==> config.mk <==
export PLATFORM = sky130hd
export DESIGN_NAME = trng_ro_ctrl
export DESIGN_NICKNAME = d
export VERILOG_FILES = /design/src/rtl/trng_pkg.sv /design/src/rtl/trng_sync2.sv /design/src/rtl/trng_ro_ctrl.sv
export SDC_FILE = /design/constraint.sdc
export NUM_CORES = 1
export LEC_CHECK = 0
export ABC_AREA = 1
export CAP_MARGIN = 20
export CORE_ASPECT_RATIO = 1.5
export CORE_MARGIN = 1.5
export CORE_UTILIZATION = 44
export CTS_BUF_LIST = sky130_fd_sc_hd__clkbuf_4 sky130_fd_sc_hd__clkbuf_8
export CTS_CLUSTER_DIAMETER = 100
export DETAILED_ROUTE_END_ITERATION = 10
export HOLD_SLACK_MARGIN = 0.03
export MAX_ROUTING_LAYER = met4
export PLACE_DENSITY = 0.66
export SYNTH_ARGS = -nofsm -noshare
export SYNTH_HDL_FRONTEND = slang
export SYNTH_SLANG_ARGS = --single-unit
==> constraint.sdc <==
create_clock -name CLK -period 2.57 [get_ports CLK]
set_input_delay 0.514 -clock CLK [delete_from_list [all_inputs] [get_ports CLK]]
set_output_delay 0.514 -clock CLK [all_outputs]
set_load 0.02 [all_outputs]
==> src/rtl/trng_pkg.sv <==
// Shared definitions for the ring-oscillator TRNG controller: state encoding,
// default parameters and the counter-width helper.
package trng_pkg;

  localparam int NRO_DEF        = 8;
  localparam int WORD_W_DEF     = 32;
  localparam int SETTLE_DEF     = 16;
  localparam int SAMPLE_DIV_DEF = 4;

  typedef enum logic [1:0] {
    ST_IDLE   = 2'd0,
    ST_SETTLE = 2'd1,
    ST_SAMPLE = 2'd2,
    ST_HOLD   = 2'd3
  } state_t;

  // Bits needed to count 0..value-1, never less than one.
  function automatic int clog2_min1(input int value);
    int w;
    w = 1;
    for (int i = 1; i < 31; i++) begin
      if ((32'sd1 << i) < value) begin
        w = i + 1;
      end
    end
    return w;
  endfunction

endpackage

==> src/rtl/trng_sync2.sv <==
// Parameterised-width two-flop synchronizer with asynchronous active-low reset.
module trng_sync2 #(
  parameter int W = 1
) (
  input  logic         clk,
  input  logic         rst_n,
  input  logic [W-1:0] d,
  output logic [W-1:0] q
);

  logic [W-1:0] meta_r;

  // Two-stage capture of the asynchronous input vector.
  always_ff @(posedge clk or negedge rst_n) begin
    if (!rst_n) begin
      meta_r <= {W{1'b0}};
      q      <= {W{1'b0}};
    end else begin
      meta_r <= d;
      q      <= meta_r;
    end
  end

endmodule

==> src/rtl/trng_ro_ctrl.sv <==
// Ring-oscillator bank sequencer: release, settle, sample XOR of ROs, pack words,
// hand off over valid/ready. Define VON_NEUMANN_EN for pairwise debiasing.
module trng_ro_ctrl
  import trng_pkg::*;
#(
  parameter int NRO        = NRO_DEF,
  parameter int WORD_W     = WORD_W_DEF,
  parameter int SETTLE     = SETTLE_DEF,
  parameter int SAMPLE_DIV = SAMPLE_DIV_DEF
) (
  input  logic              CLK,
  input  logic              RESET_N,
  input  logic              EN,
  input  logic [NRO-1:0]    RO_IN,
  output logic [NRO-1:0]    RO_RESET,
  output logic [WORD_W-1:0] DATA_O,
  output logic              VALID_O,
  input  logic              READY_I,
  output logic              BUSY_O
);

  localparam int SETTLE_CW = clog2_min1(SETTLE);
  localparam int DIV_CW    = clog2_min1(SAMPLE_DIV);
  localparam int BIT_CW    = clog2_min1(WORD_W);

  localparam logic [SETTLE_CW-1:0] SETTLE_LAST = SETTLE_CW'(SETTLE - 1);
  localparam logic [DIV_CW-1:0]    DIV_LAST    = DIV_CW'(SAMPLE_DIV - 1);
  localparam logic [BIT_CW-1:0]    BIT_LAST    = BIT_CW'(WORD_W - 1);

  state_t                 state_r;
  logic [SETTLE_CW-1:0]   settle_cnt_r;
  logic [DIV_CW-1:0]      div_cnt_r;
  logic [BIT_CW-1:0]      bit_cnt_r;
  logic [WORD_W-2:0]      word_r;
  logic [NRO-1:0]         ro_sync_s;
  logic                   samp_bit_s;
  logic                   tick_s;
  logic                   emit_s;
  logic                   emit_bit_s;
  logic [WORD_W-1:0]      word_next_s;

  trng_sync2 #(.W(NRO)) u_sync (
    .clk   (CLK),
    .rst_n (RESET_N),
    .d     (RO_IN),
    .q     (ro_sync_s)
  );

`ifdef VON_NEUMANN_EN
  logic pair_a_r;
  logic pair_full_r;

  // First half of the debiasing pair; cleared whenever SAMPLE is not active.
  always_ff @(posedge CLK or negedge RESET_N) begin
    if (!RESET_N) begin
      pair_a_r    <= 1'b0;
      pair_full_r <= 1'b0;
    end else if (state_r != ST_SAMPLE) begin
      pair_a_r    <= 1'b0;
      pair_full_r <= 1'b0;
    end else if (tick_s) begin
      if (pair_full_r) begin
        pair_full_r <= 1'b0;
      end else begin
        pair_a_r    <= samp_bit_s;
        pair_full_r <= 1'b1;
      end
    end
  end
`endif

  // Sample tick decode and the bit (if any) produced by this tick.
  always_comb begin
    samp_bit_s = ^ro_sync_s;
    tick_s     = (state_r == ST_SAMPLE) && EN && (div_cnt_r == DIV_LAST);
`ifdef VON_NEUMANN_EN
    // 01 -> 0, 10 -> 1: the emitted bit equals the first of the pair.
    emit_s     = pair_full_r && (pair_a_r != samp_bit_s);
    emit_bit_s = pair_a_r;
`else
    emit_s     = 1'b1;
    emit_bit_s = samp_bit_s;
`endif
    word_next_s = {word_r, emit_bit_s};
  end

  // Sequencer FSM with registered outputs.
  always_ff @(posedge CLK or negedge RESET_N) begin
    if (!RESET_N) begin
      state_r      <= ST_IDLE;
      settle_cnt_r <= {SETTLE_CW{1'b0}};
      div_cnt_r    <= {DIV_CW{1'b0}};
      bit_cnt_r    <= {BIT_CW{1'b0}};
      word_r       <= {(WORD_W-1){1'b0}};
      RO_RESET     <= {NRO{1'b1}};
      DATA_O       <= {WORD_W{1'b0}};
      VALID_O      <= 1'b0;
      BUSY_O       <= 1'b0;
    end else begin
      case (state_r)
        ST_IDLE: begin
          if (EN) begin
            state_r      <= ST_SETTLE;
            settle_cnt_r <= {SETTLE_CW{1'b0}};
            RO_RESET     <= {NRO{1'b0}};
            BUSY_O       <= 1'b1;
          end else begin
            RO_RESET <= {NRO{1'b1}};
            BUSY_O   <= 1'b0;
          end
        end
        ST_SETTLE: begin
          if (!EN) begin
            state_r  <= ST_IDLE;
            RO_RESET <= {NRO{1'b1}};
            BUSY_O   <= 1'b0;
          end else if (settle_cnt_r == SETTLE_LAST) begin
            state_r   <= ST_SAMPLE;
            div_cnt_r <= {DIV_CW{1'b0}};
            bit_cnt_r <= {BIT_CW{1'b0}};
            word_r    <= {(WORD_W-1){1'b0}};
          end else begin
            settle_cnt_r <= settle_cnt_r + SETTLE_CW'(1);
          end
        end
        ST_SAMPLE: begin
          if (!EN) begin
            state_r  <= ST_IDLE;
            RO_RESET <= {NRO{1'b1}};
            BUSY_O   <= 1'b0;
          end else if (div_cnt_r == DIV_LAST) begin
            div_cnt_r <= {DIV_CW{1'b0}};
            if (emit_s) begin
              if (bit_cnt_r == BIT_LAST) begin
                DATA_O  <= word_next_s;
                VALID_O <= 1'b1;
                state_r <= ST_HOLD;
              end else begin
                word_r    <= word_next_s[WORD_W-2:0];
                bit_cnt_r <= bit_cnt_r + BIT_CW'(1);
              end
            end
          end else begin
            div_cnt_r <= div_cnt_r + DIV_CW'(1);
          end
        end
        ST_HOLD: begin
          // A pending word is always delivered, even if EN has dropped.
          if (VALID_O && READY_I) begin
            VALID_O <= 1'b0;
            if (EN) begin
              state_r   <= ST_SAMPLE;
              div_cnt_r <= {DIV_CW{1'b0}};
              bit_cnt_r <= {BIT_CW{1'b0}};
              word_r    <= {(WORD_W-1){1'b0}};
            end else begin
              state_r  <= ST_IDLE;
              RO_RESET <= {NRO{1'b1}};
              BUSY_O   <= 1'b0;
            end
          end
        end
        default: begin
          state_r  <= ST_IDLE;
          RO_RESET <= {NRO{1'b1}};
          VALID_O  <= 1'b0;
          BUSY_O   <= 1'b0;
        end
      endcase
    end
  end

endmodule

==> results.md, run 1 <==
* CTS Hold Bufs at 0
* Rows at 41
* Die ar. at 9410 sq um
* Critical R2R Launch: bit_cnt_r[0]
* Drt wl/cell at 11.7 um
* Maximum clock insertion buffer count at 2
* Final hold violations at 0
* Worst-margin pin slew at between 0.5 and 0.6 ns
* Worst setup EP type: primary output
* Sw Share at 31.1%
* Ranking of synthesized cells by area: dfrtp_1 (61%), nand2_1 (26%), buf_4 (1.9%)
* Initial core utilization at 45.9%
* Clock slew at reported path FFs at around 0.080 ns
* Detailed-route vias per instance at 4.74
* Die X at 79.7 um
* Async SR Flop Fraction at between 90% and 100%
* Mean area per synthesized cell at roughly 8.6 sq um
* Reg-to-reg slack, setup at ~0.55 ns
* Yosys reg bits at 95
* Peak supply drop at 0.460 mV
* Yosys cell types at 26
* Cells after synthesis at 450
* PD cells at roughly 740 nW/um^2
* Share of cells above drive strength 1 at 6.15%
* CTS tree: yes
* Initial DRC count at 119
* Later-pin clock latency in the skew report at 0.35 ns
* CTS Buf Count at 9
* Synth cell count leaders: nand2_1 (264), dfrtp_1 (94), inv_1 (19)
* Area Growth Syn to Fin at 20.8%
* Syn nets at between 400 and 500
* EDFF count, synth at 0
* RSZ-0062 raised after global routing: no
* Register share of total power at roughly half
* Type of origin of the critical path: flip-flop
* Hold WS at around 0.12 ns
* I/O Buffers at 53
* Setup crit start: RO_RESET[6]
* Top-area cell type share of the netlist area at 60.6%
* Root buffer cell: clkbuf_8
* CP Buf/Inv Count at 1
* Vias in the first global route at 2875
* CP Capture Point: RO_RESET[1]
* Clk pwr share at 28.2%
* Critical path type: reg -> out
* Cells along the critical path: clkdlybuf4s50_1
* Mapped Area at 3880 sq um
* First-pass GRT wire length at approximately 13000 um
* DRT Pass-1 Iters at 4
* Setup violations, final at 0
* Reg2Reg Depth at 9
* Critical path peak fanout at 9
* Largest net degree at the start of global routing at just over 40
* Req. time, crit path at a little over 2 ns
* Worst reg2reg path endpoint: DATA_O[8]
* Final Wtd Congestion at 0.808
* Clock sink count at 95
* P_int at 2.38 mW
* Final wirelength at 7170 um
* Maximum clock rate at 479 MHz
* Worst hold path type: in -> async
* Post CTS Setup Buffer Count at 0
* Yosys warnings at 0
* Critical path arrival at approximately 1.6 ns
* Pins Over Slew Limit at 0
* Sw power at 1.07 mW
* Max Clock Skew at 0.00583 ns
* Fin area at 4690 sq um
* Slowest stage delay, CP at 0.63 ns
* Initial antenna violation count at 0
* Min cycle time layout at 2.09 ns
* Gate power share at a little under a quarter
* DIE HEIGHT at 118 um
* # DRC at 0
* Tcrit/Tclk final at slightly above 80%
* Relative max-transition margin at 61.9%
* I/O pin cnt at 54
* Top FF cell, synth: dfrtp_1
* Leak at roughly 2.6 nW
* ANT nets after route at 0
* Worst path top cell family by delay: buffers and inverters
* Max Cap Viol at 0
* CP Depth at 1
* Congestion Overflow GR at 0
* Setup_tns at 0 ns
* Core Area at 8460 sq um
* Worst path slowest cell: clkdlybuf4s50_1
* Sequential element share of the synthesized area at 61.3%
* Status: finished, final reports clean
* # resized after CTS at 0
* DP Area at 4490 sq um
* Synth area leader: dfrtp_1
* NumNets Final at between 500 and 600
* Via count at 2894
* # H-tree levels at 3
* Diodes inserted at 0
* Hpwl dp at 4870 um
* GRT Total Usage at ~18%
* Most numerous cell in the Yosys netlist: nand2_1
[cells by family (layout without fill, tap and decap cells)]
group                    count (synthesis)  in the layout  synth area share, %
adder cells (fa/ha/maj)                  4              4                 1.29
AND/OR/NAND/NOR                        291            291                 29.5
XOR/XNOR                                 2              2                0.451
flip-flops                              95             95                 61.3
AO/OA/AOI/OAI                           16             16                 2.29
buffers and inverters                   42             96                 5.25
[worst min-delay path by stage]
stage	slack, ns	startpoint	end
after floorplan	0.22	RESET_N	BUSY_O
after global placement	0.33	u_sync.meta_r[6]	u_sync.q[6]
after detailed placement	0.34	u_sync.meta_r[5]	u_sync.q[5]
after CTS	0.12	RESET_N	DATA_O[17]
after global routing	0.14	RESET_N	DATA_O[1]
final	0.12	RESET_N	DATA_O[1]
[registers in the layout (all words and copies together) (netlist names), 2 cells and up]
register	flops
DATA_O	32
u_sync.q	8
settle_cnt_r	4
state_r	2
u_sync.meta_r	8
bit_cnt_r	5
div_cnt_r	2
word_r	31
[routing by layer]
layer / GRT usage, % / vias to the layer above / routed length (um)
met5: - / - / 0
met4: 8.33 / 0 / 158
met3: 3.33 / 13 / 214
met2: 29.0 / 40 / 3580
met1: 21.2 / 1385 / 3220
li1: - / 1456 / -
[power groups by stage]
stage | Combinational (mW) | Clock [mW] | Sequential, mW
5_1_grt | 0.875 | 1.07 | 1.72
3_3_place_gp | 0.773 | 0 | 1.72
4_1_cts | 0.792 | 1.01 | 1.70
3_5_place_dp | 0.791 | 0 | 1.73
6_report | 0.785 | 0.973 | 1.70
2_1_floorplan | 0.572 | 0 | 1.73
[cells in the final DEF (no fill, tap or decap), types with 2 or more instances in the layout]
cell	instances
buf_12	2
o21ai_1	2
buf_4	5
clkdlybuf4s50_1	52
clkbuf_4	2
inv_2	3
nor2_1	11
nand3_1	8
xor2_1	2
nand2_2	2
a21oi_1	3
ha_1	4
clkbuf_8	10
dfrtp_1	94
inv_1	19
o21ai_0	7
nand2_1	264
[area by class of cell]
cell class                 count  area (sq um)
clock buffer                  12           153
clock inverter                 3          43.8
fill                         800          3770
inverter                      22          82.6
multi-input combinational    313          1300
sequential                    95          2380
tap                          107           134
timing repair buffer          59           598
[stage by stage]
stage	std cells	power [mW]	setup slack (ns)	util, %
global route	611	3.66	0.368	55.4
detailed placement	596	2.52	0.263	53.1
global placement	596	2.49	0.352	53.1
CTS	611	3.50	0.438	55.4
finish	611	3.45	0.480	55.4
floorplan	450	2.30	0.784	-
No activity file was read; power rests on OpenSTA's default activity.
==> run 2: changes to the inputs <==
--- a/config.mk
+++ b/config.mk
@@ -15,7 +15,7 @@
 export DETAILED_ROUTE_END_ITERATION = 10
 export HOLD_SLACK_MARGIN = 0.03
 export MAX_ROUTING_LAYER = met4
-export PLACE_DENSITY = 0.66
+export PLACE_DENSITY = 0.69
 export SYNTH_ARGS = -nofsm -noshare
 export SYNTH_HDL_FRONTEND = slang
 export SYNTH_SLANG_ARGS = --single-unit
==> constraint.sdc (replaced) <==
create_clock -name CLK -period 1.9 [get_ports CLK]
set_input_delay 0.38 -clock CLK [delete_from_list [all_inputs] [get_ports CLK]]
set_output_delay 0.38 -clock CLK [all_outputs]
set_load 0.02 [all_outputs]
==> run 2 against run 1 <==
  * Sequential cell count unchanged
  * Register-to-register slack got worse by 0.48 ns
  * Non-clock buffer count increased by 18
  * Sequential power increased by 35%
  * First-iteration DRC count decreased by 19%
  * Power increased by 49%
  * Sequential share of layout area decreased by 2.9 points
  * Combinational power increased by 89%
  * Design area increased by 6.1%
  * Wire length increased by 11%
  * Worst hold slack improved by 0.23 ns
  * Largest power group unchanged
==> results.md, run 2 (synthesis gave the netlist of run 1 again) <==
* Fin area at 4970 sq um
* Type of origin of the critical path: flip-flop
* Hold Path Cell Cnt at 0
* Detailed-route vias per instance at approximately 4.7
* Most frequent cells in the layout: nand2_1 (264), dfrtp_1 (94), clkdlybuf4s50_1 (44), inv_1 (18)
* Diodes inserted at 0
* Via count at 2972
* Final wirelength at 7920 um
* DIE HEIGHT at 118 um
* CTS tree: yes
* Gate power share at 28.7%
* Pins Over Slew Limit at 0
* Sw Share at 31.9%
* Worst reg2reg path endpoint: bit_cnt_r[0]
* Largest regs: DATA_O x32, word_r x31
* Area of the multi-input gates at 1320 sq um
* Initial core utilization at 45.9%
* Met3 WL at 283 um
* Congestion Overflow GR at 0
* Critical path arrival at about 2.1 ns
* Critical path type: reg -> reg
* Clock sink count at 95
* Leak at 2.70 nW
* Core Area at 8460 sq um
* Rows at 41
* Maximum clock insertion buffer count at 2
* Worst setup EP type: flip-flop
* P_int at roughly 3.5 mW
* Initial DRC count at 96
* Clk pwr share at 26.9%
* Initial antenna violation count at 0
* Critical R2R Launch: bit_cnt_r[1]
* ANT nets after route at 0
* Total power draw at 5.15 mW
* Fillers at 777
* HP Start: u_sync.meta_r[6]
* # DRC at 0
* NumNets Final at 534
* Vias in the first global route at 2957
* DRT Pass-1 Iters at 4
* Relative max-transition margin at 66.0%
* CTS Buf Count at 9
* Register share of total power at 44.5%
* Min cycle time layout at 1.83 ns
* Drt wl/cell at around 13 um
* Req. time, crit path at 2.16 ns
* Max Clock Skew at 0.00881 ns
* Routed wl met2 at 4080 um
* Max Cap Viol at 0
* GRT Total Usage at 18.0%
* Largest net degree at the start of global routing at 39
* Reg2Reg Depth at 11
* Setup violations, final at 0
* Endpoint, Worst Hold: u_sync.q[6]
* FF+latch area at 2380 sq um
* Area Growth Syn to Fin at 28.1%
* DP Area at 4620 sq um
* Placed insts at 605
* Reg-to-reg slack, setup at 0.07 ns
* First-pass GRT wire length at between 10000 and 15000 um
* Max FFs per register at 32
* Status: finished, final reports clean
* Worst hold path type: reg -> reg
* Die X at 79.7 um
* Most common cell after layout, fill and taps aside: nand2_1
* Share of cells above drive strength 1 at between 10% and 20%
* Root buffer cell: clkbuf_8
* Fin cells at 630
* PD cells at roughly 1000 nW/um^2
* Maximum clock rate at 546 MHz
* Critical path peak fanout at 7
* I/O pin cnt at 54
* Tcrit/Tclk final at between 90% and 100%
* I/O Buffers at 53
* Largest Register: DATA_O
* # H-tree levels at 3
* Final Wtd Congestion at 0.821
* Later-pin clock latency in the skew report at 0.36 ns
* Clock slew at reported path FFs at approximately 0.090 ns
* Die ar. at 9410 sq um
* Worst-margin pin slew at 0.510 ns
* Peak supply drop at 0.537 mV
* Top Layer Used: met4
* Metal-1 WL at approximately 3400 um
* Sw power at 1.64 mW
* Final hold violations at 0
* Hpwl dp at 5070 um
run 2: cell count changes in the layout (fill, tap and decap cells not counted), moves of 3 or more:
cell	change
buf_4	+6
clkdlybuf4s50_1	-8
buf_6	+3
dlygate4sd2_1	+8
clkbuf_16	+3
buf_12	+5
run 2: worst max-delay path by stage:
stage,from,endpoint,slack (ns)
6_report,bit_cnt_r[1],bit_cnt_r[0],0.07
5_1_grt,bit_cnt_r[0],bit_cnt_r[0],-0.005
4_1_cts,bit_cnt_r[1],DATA_O[7],0.02
3_5_place_dp,EN,word_r[5],-0.02
3_3_place_gp,EN,word_r[28],0.05
2_1_floorplan,bit_cnt_r[0],DATA_O[10],0.11
run 2: area by class of cell:
type	instances	share of cell area [%]
multi-input combinational	313	26.5
clock inverter	4	1.06
tap	107	2.69
timing repair buffer	77	17.1
clock buffer	12	3.19
inverter	22	1.66
sequential	95	47.8
run 2: timing repair:
action | CTS | global route
gates resized for setup | 8 | 6
cloned | 0 | 6
setup endpoints to repair | 8 | 69
endpoints found under the hold margin | 34 | 0
buffers inserted | 0 | 2
hold buffers | 1 | 0
pin swaps | 0 | 4
run 2: metal layers:
metal  up-vias  global-route usage, %
met3         8                   4.81
li1       1494                      -
met2        41                   30.7
met1      1429                   20.0
met4         0                   6.25
met5         -                      -
run 2: power by group through the flow:
stage | combinational (mW) | sequential, mW | clock [mW]
2_1_floorplan | 0.774 | 2.34 | 0
3_5_place_dp | 1.18 | 2.33 | 0
3_3_place_gp | 1.15 | 2.32 | 0
4_1_cts | 1.12 | 2.29 | 1.43
5_1_grt | 1.59 | 2.32 | 1.50
6_report | 1.48 | 2.29 | 1.38
run 2: worst max-delay path: stages, from the launching register on:
cell	delay, ns
dfrtp_1	0.42
ha_2	0.19
nand2_1	0.08
nor2_1	0.06
ha_2	0.20
inv_2	0.10
a21boi_2	0.07
nor2_2	0.16
nand2_4	0.15
clkbuf_16	0.20
nand2_1	0.05
nand2_1	0.06
run 2: per-stage QoR:
step | hold slack, ns | util [%] | worst slack (ns) | setup TNS, ns
6_report | 0.352 | 58.8 | 0.0686 | 0
3_5_place_dp | 0.336 | 54.6 | -0.0200 | -0.279
3_3_place_gp | 0.333 | 54.6 | 0.0490 | 0
5_1_grt | 0.365 | 58.8 | -0.00487 | -0.00823
2_1_floorplan | 0.0844 | - | 0.114 | 0
4_1_cts | 0.356 | 57.1 | 0.0183 | 0
